<file path="config.mk">
export PLATFORM = sky130hd
export DESIGN_NAME = id_stage_flat
export DESIGN_NICKNAME = d
export VERILOG_FILES = /design/src/rtl/id_if.sv /design/src/rtl/id_stage.sv /design/src/flat_wrapper.sv
export SDC_FILE = /design/constraint.sdc
export NUM_CORES = 1
export LEC_CHECK = 0
export ABC_AREA = 1
export CAP_MARGIN = 0
export CORE_MARGIN = 3
export CORE_UTILIZATION = 51
export CTS_CLUSTER_DIAMETER = 40
export CTS_CLUSTER_SIZE = 8
export DETAILED_ROUTE_END_ITERATION = 7
export HOLD_SLACK_MARGIN = 0.1
export PLACE_DENSITY_LB_ADDON = 0.15
export SYNTH_ARGS = -nofsm -noshare
export SYNTH_HDL_FRONTEND = slang
export SYNTH_SLANG_ARGS = --single-unit
export TNS_END_PERCENT = 20
</file>
<file path="constraint.sdc">
create_clock -name clk -period 4.09 [get_ports clk]
set_clock_uncertainty 0.15 [all_clocks]
set_input_delay 0.6135 -clock clk [delete_from_list [all_inputs] [get_ports clk]]
set_output_delay 0.6135 -clock clk [all_outputs]
set_load 0.05 [all_outputs]
</file>
<file path="src/rtl/id_if.sv">
// Decode-stage handshake bundle: fetch-side request, flush, and decoded output.
// With ID_ILLEGAL_TRAP_EN defined the bundle also carries out_illegal.
interface id_if #(
  parameter int PC_W = 32
);
  logic            in_valid;
  logic            in_ready;
  logic [31:0]     in_inst;
  logic [PC_W-1:0] in_pc;
  logic            flush;
  logic            out_valid;
  logic            out_ready;
  logic [31:0]     out_inst;
  logic [PC_W-1:0] out_pc;
  logic [2:0]      out_immSel;
  logic [4:0]      out_rs1;
  logic [4:0]      out_rs2;
  logic [4:0]      out_rd;
`ifdef ID_ILLEGAL_TRAP_EN
  logic            out_illegal;

  modport slave (
    input  in_valid, in_inst, in_pc, flush, out_ready,
    output in_ready, out_valid, out_inst, out_pc, out_immSel,
           out_rs1, out_rs2, out_rd, out_illegal
  );
  modport master (
    output in_valid, in_inst, in_pc, flush, out_ready,
    input  in_ready, out_valid, out_inst, out_pc, out_immSel,
           out_rs1, out_rs2, out_rd, out_illegal
  );
`else
  modport slave (
    input  in_valid, in_inst, in_pc, flush, out_ready,
    output in_ready, out_valid, out_inst, out_pc, out_immSel,
           out_rs1, out_rs2, out_rd
  );
  modport master (
    output in_valid, in_inst, in_pc, flush, out_ready,
    input  in_ready, out_valid, out_inst, out_pc, out_immSel,
           out_rs1, out_rs2, out_rd
  );
`endif
endinterface

</file>
<file path="src/rtl/id_stage.sv">
// Instruction-decode stage: two-entry (main + skid) buffer that tags each entry
// with its immediate format. ID_ILLEGAL_TRAP_EN adds the out_illegal flag.
module id_stage #(
  parameter int PC_W = 32
) (
  input logic clk,
  input logic rst,
  id_if.slave bus
);

  // Handshake: a transfer happens on any edge where valid & ready are both 1;
  // valid never waits on ready, and in_ready is a pure flop output.
  typedef struct packed {
    logic [31:0]     inst;
    logic [PC_W-1:0] pc;
    logic [2:0]      imm_sel;
`ifdef ID_ILLEGAL_TRAP_EN
    logic            illegal;
`endif
  } entry_t;

  function automatic logic [2:0] decode_imm_sel(input logic [6:0] op);
    case (op)
      7'b0010011, 7'b0000011, 7'b1100111, 7'b1110011: return 3'd0;
      7'b0100011:                                     return 3'd1;
      7'b1100011:                                     return 3'd2;
      7'b1101111:                                     return 3'd3;
      7'b0110111, 7'b0010111:                         return 3'd4;
      7'b0110011:                                     return 3'd5;
      default:                                        return 3'd7;
    endcase
  endfunction

  logic   main_valid_q, main_valid_d;
  logic   skid_valid_q, skid_valid_d;
  entry_t main_q, main_d;
  entry_t skid_q, skid_d;
  entry_t new_e;
  logic   in_fire;
  logic   out_fire;

  always_comb begin
    new_e         = '0;
    new_e.inst    = bus.in_inst;
    new_e.pc      = bus.in_pc;
    new_e.imm_sel = decode_imm_sel(bus.in_inst[6:0]);
`ifdef ID_ILLEGAL_TRAP_EN
    new_e.illegal = (new_e.imm_sel == 3'd7) || (bus.in_inst[1:0] != 2'b11);
`endif
  end

  assign in_fire  = bus.in_valid && !skid_valid_q;
  assign out_fire = main_valid_q && bus.out_ready;

  always_comb begin
    main_valid_d = main_valid_q;
    skid_valid_d = skid_valid_q;
    main_d       = main_q;
    skid_d       = skid_q;
    if (bus.flush) begin
      // Data is left untouched; only the valid bits are dropped.
      main_valid_d = 1'b0;
      skid_valid_d = 1'b0;
    end else if (out_fire) begin
      if (skid_valid_q) begin
        main_d       = skid_q;
        skid_valid_d = 1'b0;
      end else if (in_fire) begin
        main_d = new_e;
      end else begin
        main_valid_d = 1'b0;
      end
    end else if (in_fire) begin
      if (!main_valid_q) begin
        main_d       = new_e;
        main_valid_d = 1'b1;
      end else begin
        skid_d       = new_e;
        skid_valid_d = 1'b1;
      end
    end
  end

  always_ff @(posedge clk) begin
    if (rst) begin
      main_valid_q <= 1'b0;
      skid_valid_q <= 1'b0;
      main_q       <= '0;
      skid_q       <= '0;
    end else begin
      main_valid_q <= main_valid_d;
      skid_valid_q <= skid_valid_d;
      main_q       <= main_d;
      skid_q       <= skid_d;
    end
  end

  assign bus.in_ready   = !skid_valid_q;
  assign bus.out_valid  = main_valid_q;
  assign bus.out_inst   = main_q.inst;
  assign bus.out_pc     = main_q.pc;
  assign bus.out_immSel = main_q.imm_sel;
  assign bus.out_rs1    = main_q.inst[19:15];
  assign bus.out_rs2    = main_q.inst[24:20];
  assign bus.out_rd     = main_q.inst[11:7];
`ifdef ID_ILLEGAL_TRAP_EN
  assign bus.out_illegal = main_q.illegal;
`endif

endmodule

</file>
<file path="src/flat_wrapper.sv">
// flat-port wrapper written by rule: the top's interface ports become plain ports
module id_stage_flat 
#(
  parameter int PC_W = 32
)
  (clk, rst, bus_in_valid, bus_in_inst, bus_in_pc, bus_flush, bus_out_ready, bus_in_ready, bus_out_valid, bus_out_inst, bus_out_pc, bus_out_immSel, bus_out_rs1, bus_out_rs2, bus_out_rd);
  id_if #(.PC_W(PC_W)) bus_i ();
  input logic clk;
  input logic rst;
  input wire logic [$bits(bus_i.in_valid)-1:0] bus_in_valid;
  input wire logic [$bits(bus_i.in_inst)-1:0] bus_in_inst;
  input wire logic [$bits(bus_i.in_pc)-1:0] bus_in_pc;
  input wire logic [$bits(bus_i.flush)-1:0] bus_flush;
  input wire logic [$bits(bus_i.out_ready)-1:0] bus_out_ready;
  output wire logic [$bits(bus_i.in_ready)-1:0] bus_in_ready;
  output wire logic [$bits(bus_i.out_valid)-1:0] bus_out_valid;
  output wire logic [$bits(bus_i.out_inst)-1:0] bus_out_inst;
  output wire logic [$bits(bus_i.out_pc)-1:0] bus_out_pc;
  output wire logic [$bits(bus_i.out_immSel)-1:0] bus_out_immSel;
  output wire logic [$bits(bus_i.out_rs1)-1:0] bus_out_rs1;
  output wire logic [$bits(bus_i.out_rs2)-1:0] bus_out_rs2;
  output wire logic [$bits(bus_i.out_rd)-1:0] bus_out_rd;
  assign bus_i.in_valid = bus_in_valid;
  assign bus_i.in_inst = bus_in_inst;
  assign bus_i.in_pc = bus_in_pc;
  assign bus_i.flush = bus_flush;
  assign bus_i.out_ready = bus_out_ready;
  assign bus_in_ready = bus_i.in_ready;
  assign bus_out_valid = bus_i.out_valid;
  assign bus_out_inst = bus_i.out_inst;
  assign bus_out_pc = bus_i.out_pc;
  assign bus_out_immSel = bus_i.out_immSel;
  assign bus_out_rs1 = bus_i.out_rs1;
  assign bus_out_rs2 = bus_i.out_rs2;
  assign bus_out_rd = bus_i.out_rd;
  id_stage #(.PC_W(PC_W)) u_core (.clk(clk), .rst(rst), .bus(bus_i));
endmodule
</file>
[Word-level counts from Yosys, hierarchy flattened]
Cells that the tools add are included.
Widths: inputs -> output; s select.
Storage, ports and cells
  register bits: 136
  bits of input ports: 69
  output and inout bits: 84
  word-level logic and storage cells: 46
Operators by class
  equality and inequality tests: 13
  mux-type cells: 10
  bitwise logic cells: 2
  reduce and logical (&&, ||, !) cells: 13
Operators by type and width (number)
  $mux 67: 5
  $eq 7x7->1 const B: 4
  $eq 7x6->1 const B: 3
  $pmux 3 s6: 1
  $eq 7x5->1 const B: 2
  $reduce_and 4->1: 2
  $eq 7x2->1 const B: 1
  $ne 2x2->1 const B: 3
  $mux 1: 4
  $reduce_bool 2->1: 2
  $reduce_or 2->1: 2
  $reduce_or 4->1: 1
  $reduce_and 3->1: 1
  $reduce_or 3->1: 1
  $logic_and 1x1->1: 2
  $not 1->1: 2
  $reduce_and 2->1: 1
  $logic_not 1->1: 1

[Logic depth before layout (Yosys ltp)]
  depth after elaboration: 6
  gate-level depth with buffers: 10
  depth with buffers taken out: 10

[Worst setup path before layout]
No wires, ideal clock.
  path type: reg2reg
  from: register u_core.main_valid_q (netlist: u_core.bus.out_valid)
  to: register u_core.main_q, in the netlist u_core.bus.out_inst[25]
  setup time: 0.125 ns
  arrival time: 1.550 ns
  data required time: 3.815 ns
  slack: 2.265 ns
  cell stages (with the launch flop): 8
  path buffers: 2
  period minus slack after synthesis: 1.825 ns
  cells stage by stage: dfxtp_1 nand2_1 nor2_2 inv_2 buf_4 clkbuf_1 nand2_1 a31oi_1
On the way
  word-level cells in the longest chain between the ends: 3
  elaborated cells between the ends (all ways): 5
  classes of those cells: eq/ne (1); mux (1); reduce/logical (3)
Ends and longest elaborated chain
  start: declaration: line id_stage.sv:34  | logic main_valid_q, main_valid_d;
  start signal: assignment: line id_stage.sv:91  | main_valid_q <= main_valid_d;
  $logic_and 1x1->1: line id_stage.sv:53  | assign out_fire = main_valid_q && bus.out_ready;
  $ne 2x2->1 (no line) / $reduce_bool 2->1 (equally long branches)
  $reduce_and 4->1 (no line)
  end signal: assignment: line id_stage.sv:93  | main_q <= main_d;
  end: declaration: line id_stage.sv:36  | entry_t main_q, main_d;
Parallel ways exist; a longest one is shown, timed or not.
A chain may end at the register's enable or synchronous reset.

[Worst setup path after layout]
  from: input port bus_out_ready
  to: register u_core.main_q, in the netlist u_core.bus.out_pc[11]
On the way
  word-level cells in the longest chain between the ends: 3
  elaborated cells between the ends (all ways): 5
  classes of those cells: eq/ne (1); mux (1); reduce/logical (3)
Ends and longest elaborated chain
  start: declaration: line flat_wrapper.sv:14  | input wire logic [$bits(bus_i.out_ready)-1:0] bus_out_ready;
  $logic_and 1x1->1 *: line id_stage.sv:53
  $ne 2x2->1 (no line) / $reduce_bool 2->1 (equally long branches)
  $reduce_and 4->1 (no line)
Mark *: on every way between the ends. The rest lies on a longest branch, timed or not.

==> impl_metrics.tcl <==
set metrics [dict create \
    grt_pass1_wl_um 23100 \
    io_pins 153 \
    num_antenna_cells 0 \
    dp_hpwl_um 8730 \
    rows 37 \
    total_power_mw 3.41 \
    drc 0 \
    wl_per_cell_um 14.3 \
    hold_viol_final 0 \
    layout_common_cells "nand2_1 (156), clkdlybuf4s50_1 (152), nor2_1 (138)" \
    synthTopCellsByArea "dfxtp_1 (50%), o21ai_0 (11%), nand2_1 (11%), nor2_1 (9.5%), a31oi_1 (7.5%)" \
    relSlewSlack 0.231 \
    synth_top_area_frac 0.500 \
    drive_gt1_frac 0.0539 \
    grt.overflow.total 0 \
    crit_path_end_kind "flop" \
    layout_commonest_cell "nand2_1" \
    maxCapViolCount 0 \
    slew_viol_final 0 \
    synth_cell_type_count 19 \
    dieArea_mm2 0.0120 \
    ys_seq_area_frac 0.500 \
    ant_nets 0 \
    synthToLayoutAreaGrowth_pct 36.1 \
    cts_buffers 17 \
    htree_levels 4 \
    wl_um 14200 \
    worst_pin_slew_ns 1.15 \
    path_max_fanout 68 \
    cts_setup_buffers 0 \
    post-route-util 0.715 \
    vias_per_cell 5.38 \
    num_vias 5327 \
    netlist_area_mm2 0.00545 \
    synth_xor_xnor_area_share 0 \
    fin_area_mm2 0.00742 \
    postSynthAreaPerCell_um2 7.42 \
    placed_area_mm2 0.00684 \
    fin_nets 910 \
    drt_iter0_markers 387 \
    leakage_nw 3.06 \
    synth-simple-area-share 0.211 \
    ys_ff_latch 136 \
    gp_congestion 0.788 \
    synth_compound_area_frac 0.210 \
    start_util 0.526 \
    critical_path.startpoint_type "primary input" \
    netlist_instances 735 \
    ctsHoldBuffers 0 \
    worstPathRequired_ns 4.32 \
    synth_top_family_by_area "simple AND/OR/NAND/NOR gates" \
    status "complete, no violations" \
    chipHeight_um 109 \
    path_class "in -> reg" \
    fin_setup_tns_ns 0 \
    synth_top_cell_by_area "dfxtp_1" \
    drt_first_pass_iters 5 \
    clk_pin_slew_worst_paths_ns 0.06 \
    die_w_um 109 \
    clk_path_buf_depth 2 \
    coreArea_mm2 0.0104 \
    grt_antenna_before_repair 0 \
    fmax_ghz 0.383 \
    final.period_utilization 0.638 \
    grt_start_max_net_pins 97 \
    power.density_mw_per_mm2 460 \
    grt_pass1_vias 4922 \
    ir_drop_mv 0.315 \
    cts_resized 0 \
    r2r_cells 8 \
    synth_fa_ha_area_frac 0 \
    period_needed_ns 2.61 \
    min_path_type "reg -> reg" \
    rsz0062_at_grt "false" \
    port_buffers 152 \
    final-setup-viol-count 0 \
    yosys_warnings 0 \
    numClockSinks 136 \
    grt_usage 0.239 \
    min_path_cells 2 \
    synth_nets 804 \
    cts_root_buf "clkbuf_8" \
    worstPathArrival_ns 2.83 \
    clock_latency_ns 0.50 \
    cts_tree "done" \
    yosys-mux-area-fraction 0 \
]
-- sequential cells by signal, summed over array words and instances, names as in the netlist --
signal / cells
u_core.skid_q: 67
u_core.bus.out_pc: 32
u_core.bus.out_inst: 32
u_core.skid_valid_q: 1
u_core.bus.out_immSel: 3
u_core.bus.out_valid: 1
-- cell type report --
| cell class | count | area, um2 |
|---|---|---|
| well taps | 136 | 170 |
| multi-input cells | 512 | 2300 |
| clock buffers | 19 | 432 |
| repair buffers | 157 | 1580 |
| clock inverters | 13 | 146 |
| flip-flops and latches | 136 | 2720 |
| fillers | 832 | 2950 |
| inverters | 17 | 65.1 |
-- worst paths after layout --
path / from / end / slack, ns
setup / recovery: bus_out_ready / u_core.bus.out_pc[11] / 1.48
hold / removal: u_core.skid_q[46] / u_core.bus.out_inst[11] / 0.32
setup reg to reg: u_core.skid_valid_q / u_core.bus.out_pc[11] / 1.63
hold reg to reg: u_core.skid_q[46] / u_core.bus.out_inst[11] / 0.32
-- cell usage after synthesis --
| cell | instances |
|---|---|
| a21oi_1 | 12 |
| a31oi_1 | 65 |
| and3_1 | 1 |
| buf_2 | 17 |
| buf_4 | 20 |
| buf_6 | 1 |
| clkbuf_1 | 28 |
| clkbuf_2 | 4 |
| dfxtp_1 | 136 |
| inv_1 | 12 |
| inv_2 | 5 |
| nand2_1 | 156 |
| nand2_2 | 2 |
| nand3_1 | 1 |
| nor2_1 | 138 |
| nor2_2 | 1 |
| nor3_4 | 1 |
| o21ai_0 | 118 |
| o21ai_1 | 17 |
-- critical path, stage by stage --
cell and delay, ns:
clkdlybuf4s50_1 0.42, inv_1 0.07, nand2_2 0.07, inv_2 0.06, nor2_1 0.04, nand2_1 0.16, clkinv_2 0.64, buf_12 0.46
o21ai_0 0.20, a31oi_1 0.06
-- per-stage QoR --
stage,setup WS [ns],std cells,hold slack (ns)
4_1_cts,1.51,990,0.324
5_1_grt,1.25,990,0.344
6_report,1.48,990,0.324
2_1_floorplan,2.26,735,0.305
3_3_place_gp,1.09,958,0.310
3_5_place_dp,0.978,958,0.315
-- report_power, final --
part	internal [mW]	switching, mW	total (mW)	leakage, nW
Combinational	0.194	0.331	0.526	1.68
Sequential	1.38	0.0340	1.42	1.11
Clock	0.889	0.578	1.47	0.267
-- cells by family after synthesis --
logic type / after synthesis
flops: 136
buf+inv: 87
simple gates: 300
compound gates: 212
-- layer usage --
metal  global-route usage  up-vias  routed length, um
met2                0.404      192               6860
met3               0.0505       14               1140
met5                    0        -                  0
met4               0.0775        0                131
met1                0.305     2485               6070
li1                     -     2636                  -
No activity file was read; power rests on OpenSTA's default activity.
